--- src/rtl/rs232_rx_packet_buffer_pkg.sv ---
// Shared types for the RS-232 receive packet buffer: byte width, default depth,
// storage entry record and the write-side accept/drop state.
package rs232_rx_packet_buffer_pkg;

  localparam int RX_BYTE_W      = 8;
  localparam int DEF_DEPTH_LOG2 = 6;

  typedef struct packed {
    logic                 last;
    logic [RX_BYTE_W-1:0] data;
  } rx_entry_t;

  typedef enum logic {
    RX_ACCEPT = 1'b0,
    RX_DROP   = 1'b1
  } rx_state_e;

endpackage

--- src/rtl/rs232_rx_packet_buffer_if.sv ---
// Byte ingress from the UART receiver and packet egress stream toward the consumer.
// master = producer/consumer side, slave = the packet buffer.
interface rs232_rx_packet_buffer_if;
  import rs232_rx_packet_buffer_pkg::*;

  logic                 rx_dataout_ready;
  logic [RX_BYTE_W-1:0] rx_dataout;
  logic                 rx_endofpacket;
  logic [RX_BYTE_W-1:0] m_data;
  logic                 m_valid;
  logic                 m_last;
  logic                 m_ready;

  modport master (
    output rx_dataout_ready, rx_dataout, rx_endofpacket, m_ready,
    input  m_data, m_valid, m_last
  );

  modport slave (
    input  rx_dataout_ready, rx_dataout, rx_endofpacket, m_ready,
    output m_data, m_valid, m_last
  );
endinterface

--- src/rtl/rs232_fifo_ram.sv ---
// Packet buffer storage: single write port, asynchronous read.
// Write lands on the clock edge; read data follows the address combinationally.
module rs232_fifo_ram
  import rs232_rx_packet_buffer_pkg::*;
#(
  parameter int AW = DEF_DEPTH_LOG2
) (
  input  logic          clock,
  input  logic          i_wr_en,
  input  logic [AW-1:0] i_wr_addr,
  input  rx_entry_t     i_wr_dat,
  input  logic [AW-1:0] i_rd_addr,
  output rx_entry_t     o_rd_dat
);

  rx_entry_t r_mem [2**AW];

  always_ff @(posedge clock) begin
    if (i_wr_en) r_mem[i_wr_addr] <= i_wr_dat;
  end

  assign o_rd_dat = r_mem[i_rd_addr];

endmodule

--- src/rtl/rs232_rx_packet_buffer.sv ---
// Store-and-forward byte FIFO: packets appear on m_* one cycle after their end-of-packet.
// Oversize or overflowing packets are dropped whole; m_ready only gates the read side.
module rs232_rx_packet_buffer
  import rs232_rx_packet_buffer_pkg::*;
#(
  parameter int DEPTH_LOG2  = DEF_DEPTH_LOG2,
  parameter int MAX_PKT_LEN = 32
) (
  input  logic                    clock,
  input  logic                    reset,
  input  logic                    Exe_LogicImp,
  rs232_rx_packet_buffer_if.slave bus,
  output logic [DEPTH_LOG2:0]     pkt_pending,
  output logic [DEPTH_LOG2:0]     fifo_level,
  output logic                    pkt_dropped
);

  localparam int             PW      = DEPTH_LOG2 + 1;
  localparam logic [PW-1:0]  ONE     = PW'(1);
  localparam logic [PW-1:0]  DEPTH   = PW'(2**DEPTH_LOG2);
  localparam logic [PW-1:0]  MAX_LEN = PW'(MAX_PKT_LEN);

  logic [PW-1:0]        r_wr_ptr, r_commit_ptr, r_rd_ptr, r_pkt_pending;
  logic                 r_pkt_dropped;
  logic [RX_BYTE_W-1:0] r_last_byte;
  rx_state_e            r_state, w_state_nxt;

  logic [PW-1:0]        w_level, w_cur_len, w_wr_ptr_nxt, w_wr_ptr_m1;
  logic                 w_full, w_m_valid, w_rd_en, w_wr_try, w_overrun, w_wr_en;
  logic                 w_drop_eop, w_commit, w_fix_last, w_ram_we, w_clr;
  logic [DEPTH_LOG2-1:0] w_ram_addr;
  rx_entry_t            w_ram_wdat, w_rd_dat;

  assign w_clr        = reset || Exe_LogicImp;
  assign w_level      = r_wr_ptr - r_rd_ptr;
  assign w_cur_len    = r_wr_ptr - r_commit_ptr;
  assign w_full       = (w_level == DEPTH);
  assign w_m_valid    = (r_rd_ptr != r_commit_ptr);
  assign w_rd_en      = w_m_valid && bus.m_ready;

  assign w_wr_try     = bus.rx_dataout_ready && (r_state == RX_ACCEPT);
  assign w_overrun    = w_wr_try && (w_full || (w_cur_len == MAX_LEN));
  assign w_wr_en      = w_wr_try && !w_overrun;
  assign w_wr_ptr_nxt = r_wr_ptr + PW'(w_wr_en);
  assign w_wr_ptr_m1  = r_wr_ptr - ONE;

  // A byte that overruns in the same cycle as end-of-packet still discards the packet.
  assign w_drop_eop   = bus.rx_endofpacket && ((r_state == RX_DROP) || w_overrun);
  assign w_commit     = bus.rx_endofpacket && !w_drop_eop && (w_wr_ptr_nxt != r_commit_ptr);
  assign w_fix_last   = w_commit && !w_wr_en;

  // Late end-of-packet re-writes the previous byte (held in r_last_byte) with its last bit set.
  always_comb begin
    w_ram_we   = w_wr_en || w_fix_last;
    w_ram_addr = r_wr_ptr[DEPTH_LOG2-1:0];
    w_ram_wdat = '{last: bus.rx_endofpacket, data: bus.rx_dataout};
    if (!w_wr_en) begin
      w_ram_addr = w_wr_ptr_m1[DEPTH_LOG2-1:0];
      w_ram_wdat = '{last: 1'b1, data: r_last_byte};
    end
  end

  always_comb begin
    w_state_nxt = r_state;
    if (w_drop_eop)     w_state_nxt = RX_ACCEPT;
    else if (w_overrun) w_state_nxt = RX_DROP;
  end

  always_ff @(posedge clock) begin
    if (w_clr) r_state <= RX_ACCEPT;
    else       r_state <= w_state_nxt;
  end

  always_ff @(posedge clock) begin
    if (w_clr) begin
      r_wr_ptr      <= '0;
      r_commit_ptr  <= '0;
      r_rd_ptr      <= '0;
      r_pkt_pending <= '0;
      r_pkt_dropped <= 1'b0;
    end else begin
      r_pkt_dropped <= w_drop_eop;
      if (w_rd_en)    r_rd_ptr     <= r_rd_ptr + ONE;
      if (w_drop_eop) r_wr_ptr     <= r_commit_ptr;
      else            r_wr_ptr     <= w_wr_ptr_nxt;
      if (w_commit)   r_commit_ptr <= w_wr_ptr_nxt;
      r_pkt_pending <= r_pkt_pending + PW'(w_commit) - PW'(w_rd_en && w_rd_dat.last);
    end
  end

  always_ff @(posedge clock) begin
    if (w_wr_en) r_last_byte <= bus.rx_dataout;
  end

  rs232_fifo_ram #(.AW(DEPTH_LOG2)) u_ram (
    .clock     (clock),
    .i_wr_en   (w_ram_we),
    .i_wr_addr (w_ram_addr),
    .i_wr_dat  (w_ram_wdat),
    .i_rd_addr (r_rd_ptr[DEPTH_LOG2-1:0]),
    .o_rd_dat  (w_rd_dat)
  );

  assign bus.m_data  = w_rd_dat.data;
  assign bus.m_last  = w_rd_dat.last;
  assign bus.m_valid = w_m_valid;
  assign pkt_pending = r_pkt_pending;
  assign fifo_level  = w_level;
  assign pkt_dropped = r_pkt_dropped;

endmodule

--- src/flat_wrapper.sv ---
// flat-port wrapper written by rule: the top's interface ports become plain ports
module rs232_rx_packet_buffer_flat import rs232_rx_packet_buffer_pkg::*;
#(
  parameter int DEPTH_LOG2  = DEF_DEPTH_LOG2,
  parameter int MAX_PKT_LEN = 32
)
  (clock, reset, Exe_LogicImp, pkt_pending, fifo_level, pkt_dropped, bus_rx_dataout_ready, bus_rx_dataout, bus_rx_endofpacket, bus_m_ready, bus_m_data, bus_m_valid, bus_m_last);
  rs232_rx_packet_buffer_if bus_i ();
  input  logic clock;
  input  logic reset;
  input  logic Exe_LogicImp;
  output logic [DEPTH_LOG2:0] pkt_pending;
  output logic [DEPTH_LOG2:0] fifo_level;
  output logic pkt_dropped;
  input wire logic [$bits(bus_i.rx_dataout_ready)-1:0] bus_rx_dataout_ready;
  input wire logic [$bits(bus_i.rx_dataout)-1:0] bus_rx_dataout;
  input wire logic [$bits(bus_i.rx_endofpacket)-1:0] bus_rx_endofpacket;
  input wire logic [$bits(bus_i.m_ready)-1:0] bus_m_ready;
  output wire logic [$bits(bus_i.m_data)-1:0] bus_m_data;
  output wire logic [$bits(bus_i.m_valid)-1:0] bus_m_valid;
  output wire logic [$bits(bus_i.m_last)-1:0] bus_m_last;
  assign bus_i.rx_dataout_ready = bus_rx_dataout_ready;
  assign bus_i.rx_dataout = bus_rx_dataout;
  assign bus_i.rx_endofpacket = bus_rx_endofpacket;
  assign bus_i.m_ready = bus_m_ready;
  assign bus_m_data = bus_i.m_data;
  assign bus_m_valid = bus_i.m_valid;
  assign bus_m_last = bus_i.m_last;
  rs232_rx_packet_buffer #(.DEPTH_LOG2(DEPTH_LOG2), .MAX_PKT_LEN(MAX_PKT_LEN)) u_core (.clock(clock), .reset(reset), .Exe_LogicImp(Exe_LogicImp), .bus(bus_i), .pkt_pending(pkt_pending), .fifo_level(fifo_level), .pkt_dropped(pkt_dropped));
endmodule
--- config.mk ---
export PLATFORM = sky130hd
export DESIGN_NAME = rs232_rx_packet_buffer_flat
export DESIGN_NICKNAME = d
export VERILOG_FILES = /design/src/rtl/rs232_rx_packet_buffer_pkg.sv /design/src/rtl/rs232_rx_packet_buffer_if.sv /design/src/rtl/rs232_fifo_ram.sv /design/src/rtl/rs232_rx_packet_buffer.sv /design/src/flat_wrapper.sv
export SDC_FILE = /design/constraint.sdc
export NUM_CORES = 1
export LEC_CHECK = 0
export BUFFER_PORTS_ARGS = -buffer_cell sky130_fd_sc_hd__buf_4
export CAP_MARGIN = 25
export CORE_MARGIN = 3
export CORE_UTILIZATION = 63
export DETAILED_ROUTE_END_ITERATION = 7
export PLACE_DENSITY = 0.82
export SKIP_CTS_REPAIR_TIMING = 1
export SYNTH_ARGS = -nofsm -noshare
export SYNTH_HDL_FRONTEND = slang
export SYNTH_SLANG_ARGS = --single-unit
--- constraint.sdc ---
create_clock -name clock -period 7.05 [get_ports clock]
set_clock_uncertainty 0.1 [all_clocks]
set_input_delay 0 -clock clock [delete_from_list [all_inputs] [get_ports clock]]
set_output_delay 0 -clock clock [all_outputs]
set_load 0.05 [all_outputs]
**After elaboration in Yosys (flattened, before gate mapping)**

Memories as Yosys holds them, arrays and structs flattened. A register that Yosys moved wholly into a read port is not among the register bits.
Index checks and enable logic that the tools add are counted.

- Register bits after elaboration: 38
- Memory bits (writable): 576
- Bits of input ports: 14
- Output and inout port bits: 25
- Word-level logic and storage cells: 44
- Memories: 1

Memory list:

| memory | words | width | rd ports | clocked after memory_dff | wr ports | line | RTL |
|---|---|---|---|---|---|---|---|
| u_core.u_ram.r_mem | 64 | 9 | 1 | 1 | 1 | rs232_fifo_ram.sv:16 | `rx_entry_t r_mem [2**AW];` |

- Add/sub/neg operators: 7
- Equality and inequality tests: 4
- Muxes and demuxes: 7
- Bitwise logic cells: 1
- Reduce and logical (&&, ||, !) cells: 17

Operator list:

| operator | number |
|---|---|
| $mux W6 | 3 |
| $add A7 B1 Y7 | 2 |
| $ne A7 B7 Y1 | 2 |
| $sub A7 B7 Y7 | 2 |
| $logic_and A1 B1 Y1 | 9 |
| $mux W9 | 1 |
| $add A7 B1 Y7 const B | 1 |
| $eq A7 B6 Y1 const B | 1 |
| $eq A7 B7 Y1 const B | 1 |
| $mux W7 | 1 |
| $sub A7 B1 Y7 | 1 |
| $sub A6 B1 Y6 const B | 1 |
| $logic_or A1 B1 Y1 | 4 |
| $logic_not A1 Y1 | 3 |
| $mux W1 | 2 |
| $reduce_or A2 Y1 | 1 |
| $not A1 Y1 | 1 |

**Depth between registers and ports, before layout**

Gate-level depths: netlist (run 1).

- Word-level depth: 13
- Mapped depth: 30
- Gate-level depth less buffers: 28

**Cells and area by module**

A second synthesis (run 1) with hierarchy kept.

- Cells, all modules: 1,304
- Area, all modules: 25,095.3 µm²

By module, submodules not included:

| module | times used | cells an instance | area an instance (µm²) | seq. area each (µm²) |
|---|---|---|---|---|
| rs232_fifo_ram | 1 | 1,011 | 22,414.0 | 17,296.6 |
| rs232_rx_packet_buffer | 1 | 293 | 2,681.3 | 840.8 |

**Worst setup path after synthesis (run 1)**

OpenSTA, ideal clock, no wires.

- Path kind: flip-flop to flip-flop
- Start point: register u_core.r_rd_ptr[2]
- End point: register u_core.r_pkt_pending[6], in the netlist u_core.pkt_pending[6]
- Library setup time: 0.128 ns
- Arrival: 6.309 ns
- Data required time: 6.822 ns
- Path slack: 0.513 ns
- Cell stages (with the launch flop): 29
- Buffers on the path: 2
- Clock period less this slack: 6.537 ns
- Path through: dfxtp_1 > inv_1 > ha_1 > o21ai_0 > a21oi_1 > o311ai_1 > or4_4 > o2111ai_4 > inv_4 > buf_6 > buf_2 > ha_1 > ha_1 > and3_1 > xor2_1 > xnor2_1 > nand2_1 > nor2_1 > a211oi_2 > ha_1 > inv_1 > fa_1 > nor2b_1 > o21ai_0 > nand2b_1 > a21o_1 > a21oi_1 > xnor2_1 > nor2_1

- Cells in the longest elaborated chain, start to end: 11
- Elaborated cells on any way between the ends: 18
- Classes of those cells: 4 x add/sub; 3 x eq/ne; 11 x reduce/logical

Ends and longest elaborated chain:

| element | line | RTL |
|---|---|---|
| start, declared | rs232_rx_packet_buffer.sv:23 | `logic [PW-1:0] r_wr_ptr, r_commit_ptr, r_rd_ptr, r_pkt_pending;` |
| start signal, assigned | rs232_rx_packet_buffer.sv:83 | `if (w_rd_en) r_rd_ptr <= r_rd_ptr + ONE;` |
| $sub A7 B7 Y7 | rs232_rx_packet_buffer.sv:35 | `assign w_level = r_wr_ptr - r_rd_ptr;` |
| net fifo_level[5] | flat_wrapper.sv:13 | `output logic [DEPTH_LOG2:0] fifo_level;` |
| $eq A7 B7 Y1 | rs232_rx_packet_buffer.sv:37 | `assign w_full = (w_level == DEPTH);` |
| $logic_or A1 B1 Y1 | rs232_rx_packet_buffer.sv:42 | `assign w_overrun = w_wr_try && (w_full \|\| (w_cur_len == MAX_LEN));` |
| $logic_and A1 B1 Y1 | rs232_rx_packet_buffer.sv:42 |  |
| $logic_not A1 Y1 | rs232_rx_packet_buffer.sv:43 | `assign w_wr_en = w_wr_try && !w_overrun;` |
| $logic_and A1 B1 Y1 | rs232_rx_packet_buffer.sv:43 |  |
| net u_core.w_wr_en | rs232_rx_packet_buffer.sv:29 | `logic w_full, w_m_valid, w_rd_en, w_wr_try, w_overrun, w_wr_en;` |
| $add A7 B1 Y7 | rs232_rx_packet_buffer.sv:44 | `assign w_wr_ptr_nxt = r_wr_ptr + PW'(w_wr_en);` |
| $ne A7 B7 Y1 | rs232_rx_packet_buffer.sv:49 | `assign w_commit = bus.rx_endofpacket && !w_drop_eop && (w_wr_ptr_nxt != r_commit_ptr);` |
| $logic_and A1 B1 Y1 | rs232_rx_packet_buffer.sv:49 |  |
| net u_core.w_commit | rs232_rx_packet_buffer.sv:30 | `logic w_drop_eop, w_commit, w_fix_last, w_ram_we, w_clr;` |
| $add A7 B1 Y7 | rs232_rx_packet_buffer.sv:87 | `r_pkt_pending <= r_pkt_pending + PW'(w_commit) - PW'(w_rd_en && w_rd_dat.last);` |
| $sub A7 B1 Y7 | rs232_rx_packet_buffer.sv:87 |  |
| end signal, assigned | rs232_rx_packet_buffer.sv:87 |  |
| end, declared | rs232_rx_packet_buffer.sv:23 |  |

The timed path passes the listed nets, and every way through them passes these cells.
A chain may end at the register's enable or synchronous reset.

**Worst setup path after layout (run 1)**

- Start point: register u_core.r_wr_ptr[2]
- End point: memory u_core.u_ram.r_mem[34][1] in the netlist's numbering, enable pin

- Cells in the longest elaborated chain, start to end: 13
- Elaborated cells on any way between the ends: 22
- Classes of those cells: 4 x add/sub; 3 x eq/ne; 3 x mux; 12 x reduce/logical

Ends and longest elaborated chain:

| element | line | RTL |
|---|---|---|
| start, declared | rs232_rx_packet_buffer.sv:23 |  |
| start signal, assigned | rs232_rx_packet_buffer.sv:84 | `if (w_drop_eop) r_wr_ptr <= r_commit_ptr;` |
| start signal, assigned | rs232_rx_packet_buffer.sv:85 | `else r_wr_ptr <= w_wr_ptr_nxt;` |
| $sub A7 B7 Y7 (on tied branches) | rs232_rx_packet_buffer.sv:35, rs232_rx_packet_buffer.sv:36 |  |
| $eq A7 B7 Y1 / $eq A7 B6 Y1 (equally long branches) | rs232_rx_packet_buffer.sv:37, rs232_rx_packet_buffer.sv:42 |  |
| $logic_or A1 B1 Y1 | rs232_rx_packet_buffer.sv:42 |  |
| $logic_and A1 B1 Y1 | rs232_rx_packet_buffer.sv:42 |  |
| $logic_not A1 Y1 / $logic_or A1 B1 Y1 (equally long branches) | rs232_rx_packet_buffer.sv:43, rs232_rx_packet_buffer.sv:48 |  |
| $logic_and A1 B1 Y1 (on tied branches) | rs232_rx_packet_buffer.sv:43, rs232_rx_packet_buffer.sv:48 |  |
| $add A7 B1 Y7 / $logic_not A1 Y1 (equally long branches) | rs232_rx_packet_buffer.sv:44, rs232_rx_packet_buffer.sv:49 |  |
| $ne A7 B7 Y1 / $logic_and A1 B1 Y1 (equally long branches) | rs232_rx_packet_buffer.sv:49 |  |
| $logic_and A1 B1 Y1 | rs232_rx_packet_buffer.sv:49 |  |
| $logic_and A1 B1 Y1 | rs232_rx_packet_buffer.sv:50 | `assign w_fix_last = w_commit && !w_wr_en;` |
| $logic_or A1 B1 Y1 | rs232_rx_packet_buffer.sv:54 | `w_ram_we = w_wr_en \|\| w_fix_last;` |
| $mux W1 | rs232_fifo_ram.sv:19 | `if (i_wr_en) r_mem[i_wr_addr] <= i_wr_dat;` |
| $mux W1 (not written as such) | rs232_fifo_ram.sv:19 |  |
| end, declared | rs232_fifo_ram.sv:16 |  |

Parallel ways exist; a longest one is shown, timed or not.

==> summary.md, run 1 <==
| Metric | Value |
|---|---|
| Max clock buf depth | `3` |
| Count leader, synth | `edfxtp_1` |
| RD Place Congestion | `0.8456` |
| Cell chain of the critical path | `ha_1, a211oi_1, nor2_1, xnor2_1, or4_4, o2111ai_4, inv_4, ha_1, ha_1, and3_1, xor2_1, xnor2_1, nand2_1, o211ai_1, o32ai_1, nand3_2, nor2_1` |
| Synth area leader | `edfxtp_1` |
| Core footprint | `39010 um2` |
| Crit path kind | `reg2reg` |
| Netlist cell types | `60` |
| Final critical-path required period | `6.552 ns` |
| Slew HR | `34.66%` |
| IO Count | `39` |
| Initial Util | `64.35%` |
| Vias in the first global route | `13.09k` |
| Final wirelength | `59.69 mm` |
| Via count | `12.94k` |
| Nets | `1360` |
| Seq/Total Area, Yosys | `72.73%` |
| Cell area after synthesis | `25100 um2` |
| Footprint of the multi-input gates | `6494 um2` |
| Clock sinks | `620` |
| Fin crit share | `92.94%` |
| Final hold violation count | `2` |
| Predominant post-synthesis flop cell | `edfxtp_1` |
| Cell repeated most along the worst path | `ha_1` |
| Post-Synthesis Cells | `1216` |
| CP arrival | `6.69 ns` |
| Top cell type's share of synthesized area | `69.86%` |
| Register Area | `18270 um2` |
| VDD IR max | `0.2140 mV` |
| Max-cap viol count | `0` |
| Post-synth ARST share | `0%` |
| Synth top area cells | `edfxtp_1, mux4_2, dfxtp_1, nor2_1, ha_1` |
| DIE WIDTH | `205.6 um` |
| Placed Cells | `1767` |
| Gr ovfl total | `0` |
| Setup TNS | `0 ns` |
| Final HPWL DP | `35.41 mm` |
| Num CTS Buffers | `58` |
| Post-route ant nets | `0` |
| Via/cell ratio | `6.848` |
| Hold_ws | `-0.01610 ns` |
| Synth Net Count | `1255` |
| Wire length of the first global-routing pass | `89.35 mm` |
| Die Area | `42280 um2` |
| Clk slew on worst S/H paths | `0.07 ns` |
| Max Fclk | `152.6 MHz` |
| Flip-flop and latch count after synthesis | `620` |
| 1st-iter DRT viols | `1656` |
| CP Launch Type | `register` |
| Num rows | `72` |
| Max H-tree Level | `2` |
| PortBufs | `38` |
| Post-layout util | `72.34%` |
| Hold WC Path Type | `in2reg` |
| Initial antenna violation count | `0` |
| Avg Synthesized Cell Area | `20.64 um2` |
| GRT Total Usage | `29.35%` |
| Slew Limit Fails | `0` |
| # diodes | `0` |
| Remaining DRCs | `0` |
| Non-Filler Instances | `1889` |
| Root buffer cell | `clkbuf_16` |
| Leak | `0.008847 uW` |
| Post-synth EDFFs | `584` |
| Proportion of layout cells with a drive suffix above 1 | `29.69%` |
| Worst-Skew Late Latency | `0.61 ns` |
| Failing checks | `negative hold slack` |
| Drt first pass iters | `5` |
| Status | `finished with violations` |
| Reg2reg setup slack | `0.50 ns` |
| Filler Cell Count | `2148` |
| P&R area growth vs syn | `12.41%` |
| DR WL/cell | `31.60 um` |
| CP bufs+invs | `1` |
| CP peak stage delay | `0.81 ns` |
| Worst Path Required | `7.19 ns` |
| CTS tree | `yes` |
| Crit-path leading delay family | `simple AND/OR/NAND/NOR gates` |
| Yosys warns | `0` |
| Measured slew at the worst slew-check pin | `0.9801 ns` |
| Unrepaired setup endpoints after global routing | `no` |
| CP max FO | `29` |
| Pwr dens | `270.2 nW/um2` |
| # setup viols final | `0` |
| Critical path capture point type | `register` |
| Critical path's slowest cell | `nor2_1` |
| Synth cell count leaders | `edfxtp_1, mux4_2, nor2_1` |
| Largest net degree at the start of global routing | `65` |
| Die height | `205.6 um` |
==> power by group <==
group | internal [uW] | switching (uW)
Combinational | 124 | 276
Sequential | 4100 | 18.5
Clock | 1760 | 1350
Total | 5980 | 1640
==> tightest hold or removal path, cell delays in order <==
cell	delay [ns]
buf_4	0.07
or2_2	0.50
nor2_1	0.07
==> path summary, 6_finish.rpt <==
check	start	end	cells past startpoint
worst min register to register	u_core.r_last_byte[0]	u_core.u_ram.r_mem[42][0]	1
worst max-delay path	u_core.r_wr_ptr[2]	u_core.u_ram.r_mem[34][1]	17
worst min-delay path	reset	u_core.pkt_pending[0]	3
worst max register to register	u_core.r_wr_ptr[2]	u_core.u_ram.r_mem[34][1]	17
==> flip-flops by register name, summed over array words and instances (netlist names), named ones only <==
register             count
u_core.pkt_dropped       1
u_core.pkt_pending       7
u_core.r_commit_ptr      7
u_core.r_last_byte       8
u_core.r_rd_ptr          7
u_core.r_state           1
u_core.r_wr_ptr          7
u_core.u_ram.r_mem     576
==> area by class of cell <==
| type | count | area share [%] |
|---|---|---|
| multi-input cells | 507 | 23.01 |
| clock buffers | 69 | 5.516 |
| repair buffers | 100 | 2.811 |
| inverters | 34 | 0.4612 |
| well taps | 518 | 2.297 |
| clock inverters | 41 | 1.162 |
| flip-flops and latches | 620 | 64.74 |
==> logic make-up (layout without fill, tap and decap cells) <==
group	after synthesis	after routing	share of synthesized area (%)
xor gates and xnor gates	37	37	1.346
adders and majority gates	25	25	1.306
and+or+nand+nor	173	173	3.399
muxes	209	209	17.79
AOI/OAI and AO/OA	63	63	2.014
DFF	620	620	72.73
buffers and inverters	89	244	1.411
==> metrics by stage <==
stage / power [uW] / instance area (um2) / hold slack, ns / setup slack [ns]
3_5_place_dp: 4589 / 26210 / 0.09171 / 0.7652
6_report: 7626 / 28220 / -0.01610 / 0.4978
3_3_place_gp: 4571 / 26210 / 0.08973 / 1.055
5_1_grt: 7808 / 28220 / 0.02598 / 0.2752
4_1_cts: 7642 / 28100 / -0.5429 / 0.6232
2_1_floorplan: 4432 / 25100 / -0.02069 / 0.5129
==> cells in the final DEF (no fill, tap or decap), types with 4 or more instances in the layout <==
master,Yosys,layout
clkinv_1,0,16
o211ai_2,4,4
ha_1,23,23
clkbuf_16,0,61
a21o_1,6,6
mux2i_1,12,12
inv_1,33,33
buf_4,0,87
o32ai_1,4,4
nor2b_1,4,4
o21ai_1,4,4
a21oi_1,15,15
dfxtp_1,36,32
o21ai_0,7,7
xnor2_1,23,23
edfxtp_1,584,584
clkinvlp_4,0,4
dlygate4sd3_1,0,12
nand4_1,5,5
nor3_1,4,4
nand2b_1,7,6
clkbuf_1,33,8
bufinv_16,0,5
xor2_1,13,13
mux2_2,8,8
nand3_2,4,4
mux4_2,189,189
clkinv_2,0,14
a211oi_1,4,4
nand2_1,12,12
nor2_1,106,106
nand3_1,6,6
==> routing by layer <==
| layer | track usage [%] | wire (um) | up-vias |
|---|---|---|---|
| met3 | 5.142 | 5774 | 148 |
| met5 | 0 | 0 | - |
| met2 | 46.54 | 29680 | 860 |
| met1 | 42.52 | 22210 | 6720 |
| li1 | - | - | 5208 |
| met4 | 9.861 | 2033 | 0 |
Power figures use the tool's default switching activity.
==> inputs of run 2 (changes only) <==
- SYNTH_HIERARCHICAL: unset -> 1
==> run 2 against run 1 <==
  * The run ends with design-rule violations left
  * Synthesized cell count is 7.2% higher
  * Clock-buffer cell count grew 3
  * Routed wire length decreased by 5.0%
  * Fmax down 1.5%
  * Register-to-register slack lost 0.098 ns
  * Highest routed layer unchanged
==> summary.md, run 2 <==
| Metric | Value |
|---|---|
| Status | `finished with violations` |
| Failing checks | `design-rule violations` |
| Met2 Usage GRT | `42.97%` |
| Worst setup margin | `0.4001 ns` |
| Post-synth ARST share | `0%` |
| Synth area leader | `edfxtp_1` |
| Leak | `0.009042 uW` |
| Initial antenna violation count | `0` |
| Via/cell ratio | `6.684` |
| P&R area growth vs syn | `12.61%` |
| Unrepaired setup endpoints after global routing | `no` |
| Top cell type's share of synthesized area | `69.88%` |
| Yosys warns | `6` |
| Largest Register | `u_core/u_ram/r_mem` |
| Drt first pass iters | `8` |
| Final critical-path required period | `6.650 ns` |
| Setup TNS | `0 ns` |
| Main combinational cell family by area after synthesis | `multiplexers` |
| Synth cell count leaders | `edfxtp_1, mux4_2, nor2_1` |
| # diodes | `0` |
| Compound-gate portion of the synthesized area | `3.061%` |
| Pwr dens | `258.6 nW/um2` |
| Predominant post-synthesis flop cell | `edfxtp_1` |
| Die height | `205.6 um` |
| VDD IR max | `0.2937 mV` |
| DR WL/cell | `28.30 um` |
| Fin crit share | `94.32%` |
| Commonest cells after routing, fill and taps aside | `edfxtp_1, mux4_2, buf_4` |
| Final HPWL DP | `32.64 mm` |
| Most common cell after layout, fill and taps aside | `edfxtp_1` |
| Post-synth EDFFs | `584` |
| Clock sinks | `614` |
| Critical path capture point type | `register` |
| Initial Util | `64.33%` |
| Root buffer cell | `clkbuf_16` |
| 1st-iter DRT viols | `1796` |
| Reg2reg setup slack | `0.40 ns` |
| Design Power | `7307 uW` |
| Synth Area in Adders | `1.306%` |
| PortBufs | `38` |
| Via count | `13.39k` |
| Post-synthesis mux area share | `15.65%` |
| GRT Max-Usage Layer | `met2` |
| Worst-Skew Late Latency | `0.61 ns` |
| Num rows | `72` |
| Crit path kind | `reg2reg` |
| Met3 Use GR | `5.221%` |
| # setup viols final | `0` |
| CP Launch Type | `register` |
| Max-cap viol count | `0` |
| Post-route ant nets | `0` |
| Final wirelength | `56.69 mm` |
| Area post-placement | `26310 um2` |
| Max H-tree Level | `2` |
| Wire length of the first global-routing pass | `85.25 mm` |
| Flip-flop and latch count after synthesis | `614` |
| Gr ovfl total | `0` |
| Avg Synthesized Cell Area | `19.24 um2` |
| Post-synthesis xor/xnor area fraction | `1.356%` |
| Max Fclk | `150.4 MHz` |
| Count leader, synth | `edfxtp_1` |
| Worst reg2reg startpoint | `u_core/r_wr_ptr[1]` |
| Crit path from | `u_core/r_wr_ptr[1]` |
| Measured slew at the worst slew-check pin | `1.130 ns` |
| Post-Synthesis Cells | `1304` |
| Slew HR | `24.12%` |
| DIE WIDTH | `205.6 um` |
| Slew Limit Fails | `0` |
| RR Endpoint | `u_core/pkt_pending[6]` |
| Worst Path Required | `7.44 ns` |
| IO Count | `39` |
| Max clock buf depth | `3` |
| Vias in the first global route | `13.42k` |
| CP max FO | `9` |
| Largest net degree at the start of global routing | `114` |
| Cell area after synthesis | `25100 um2` |
| Simple-gate share of the synthesized area | `4.417%` |
| Synth top area cells | `edfxtp_1, mux4_2, dfxtp_1, mux2i_1, nor2_1` |
| Num CTS Buffers | `58` |
| Seq/Total Area, Yosys | `72.27%` |
| Largest registers | `u_core/u_ram/r_mem x576, u_core/r_last_byte x8` |
| GRT Total Usage | `27.59%` |
| Final hold violation count | `0` |
| Post-Place Worst Slack | `0.4894 ns` |
| CTS tree | `yes` |
| CP arrival | `7.04 ns` |
| Critical Path Sink | `u_core/pkt_pending[6]` |
| Reg2reg path depth | `25` |
| Remaining DRCs | `1` |
| Die Area | `42270 um2` |
| Post-layout util | `72.45%` |
| Hold Path Depth | `2` |
| Hold WC Path Type | `in2reg` |
| Synth Net Count | `1343` |
| Final instance area | `28260 um2` |
| Clk slew on worst S/H paths | `0.06 ns` |
| Nets | `1480` |
| Max reg flops | `576` |
| Core footprint | `39010 um2` |
| Proportion of layout cells with a drive suffix above 1 | `25.12%` |
| Netlist cell types | `65` |
| RD Place Congestion | `0.9443` |
| GR met1 Demand/Resource | `40.15%` |
## run 2: through the flow
step / cells / hold slack (ns)
2_1_floorplan: 1304 / -0.02158
3_3_place_gp: 1879 / 0.08861
3_5_place_dp: 1883 / 0.08780
4_1_cts: 1987 / -0.5386
5_1_grt: 2003 / 0.02067
6_report: 2003 / 0.02993
## run 2: power by group
part / total [uW] / leakage (uW) / internal (uW) / switching (uW)
Clock: 2940 / 0.000858 / 1640 / 1300
Combinational: 301 / 0.00269 / 85.3 / 215
Sequential: 4070 / 0.00550 / 4060 / 10.4
## run 2: logic make-up after synthesis
| kind of cell | Yosys count |
|---|---|
| DFF | 614 |
| and+or+nand+nor | 231 |
| muxes | 199 |
| AOI/OAI and AO/OA | 105 |
| buffers and inverters | 92 |
| xor gates and xnor gates | 38 |
| adders and majority gates | 25 |
## run 2: worst min-delay path by stage
stage                                       end          startpoint  slack, ns
after floorplan                  u_core/r_state  bus_rx_endofpacket      -0.02
after global routing      u_core/r_last_byte[3]   bus_rx_dataout[3]       0.02
final                     u_core/r_last_byte[1]   bus_rx_dataout[1]       0.03
after detailed placement  u_core/r_last_byte[4]   bus_rx_dataout[4]       0.09
after CTS                 u_core/r_last_byte[6]   bus_rx_dataout[6]      -0.54
after global placement    u_core/r_last_byte[4]   bus_rx_dataout[4]       0.09
## run 2: final cells by class
class                   instances  area (um2)
flip-flops and latches        614       18150
fillers                      2191       10750
multi-input cells             598        6481
clock buffers                  72        1525
repair buffers                137        1086
well taps                     518       648.1
clock inverters                32       250.2
inverters                      32       120.1
## run 2: per-layer routing
layer,up-vias,part of all wire (%)
met5,-,0
met4,0,3.7
met3,143,10
met2,845,49
met1,6848,37
li1,5552,-
## run 2: critical path: stages, from the launching register on
cell       delay (ns)
dfxtp_1          0.48
inv_1            0.13
fa_1             0.47
nor2b_1          0.20
o22ai_2          0.11
xnor2_1          0.15
or4_4            0.51
o2111ai_4        0.21
inv_1            0.22
ha_1             0.29
ha_1             0.33
xor2_1           0.17
a211o_1          0.27
a2111oi_0        0.39
o211a_1          0.21
a2111o_1         0.47
ha_1             0.24
inv_1            0.05
ha_1             0.21
fa_1             0.43
a21o_1           0.19
a21oi_1          0.23
o21bai_1         0.09
a21oi_1          0.18
xnor2_1          0.14
nor2_1           0.05
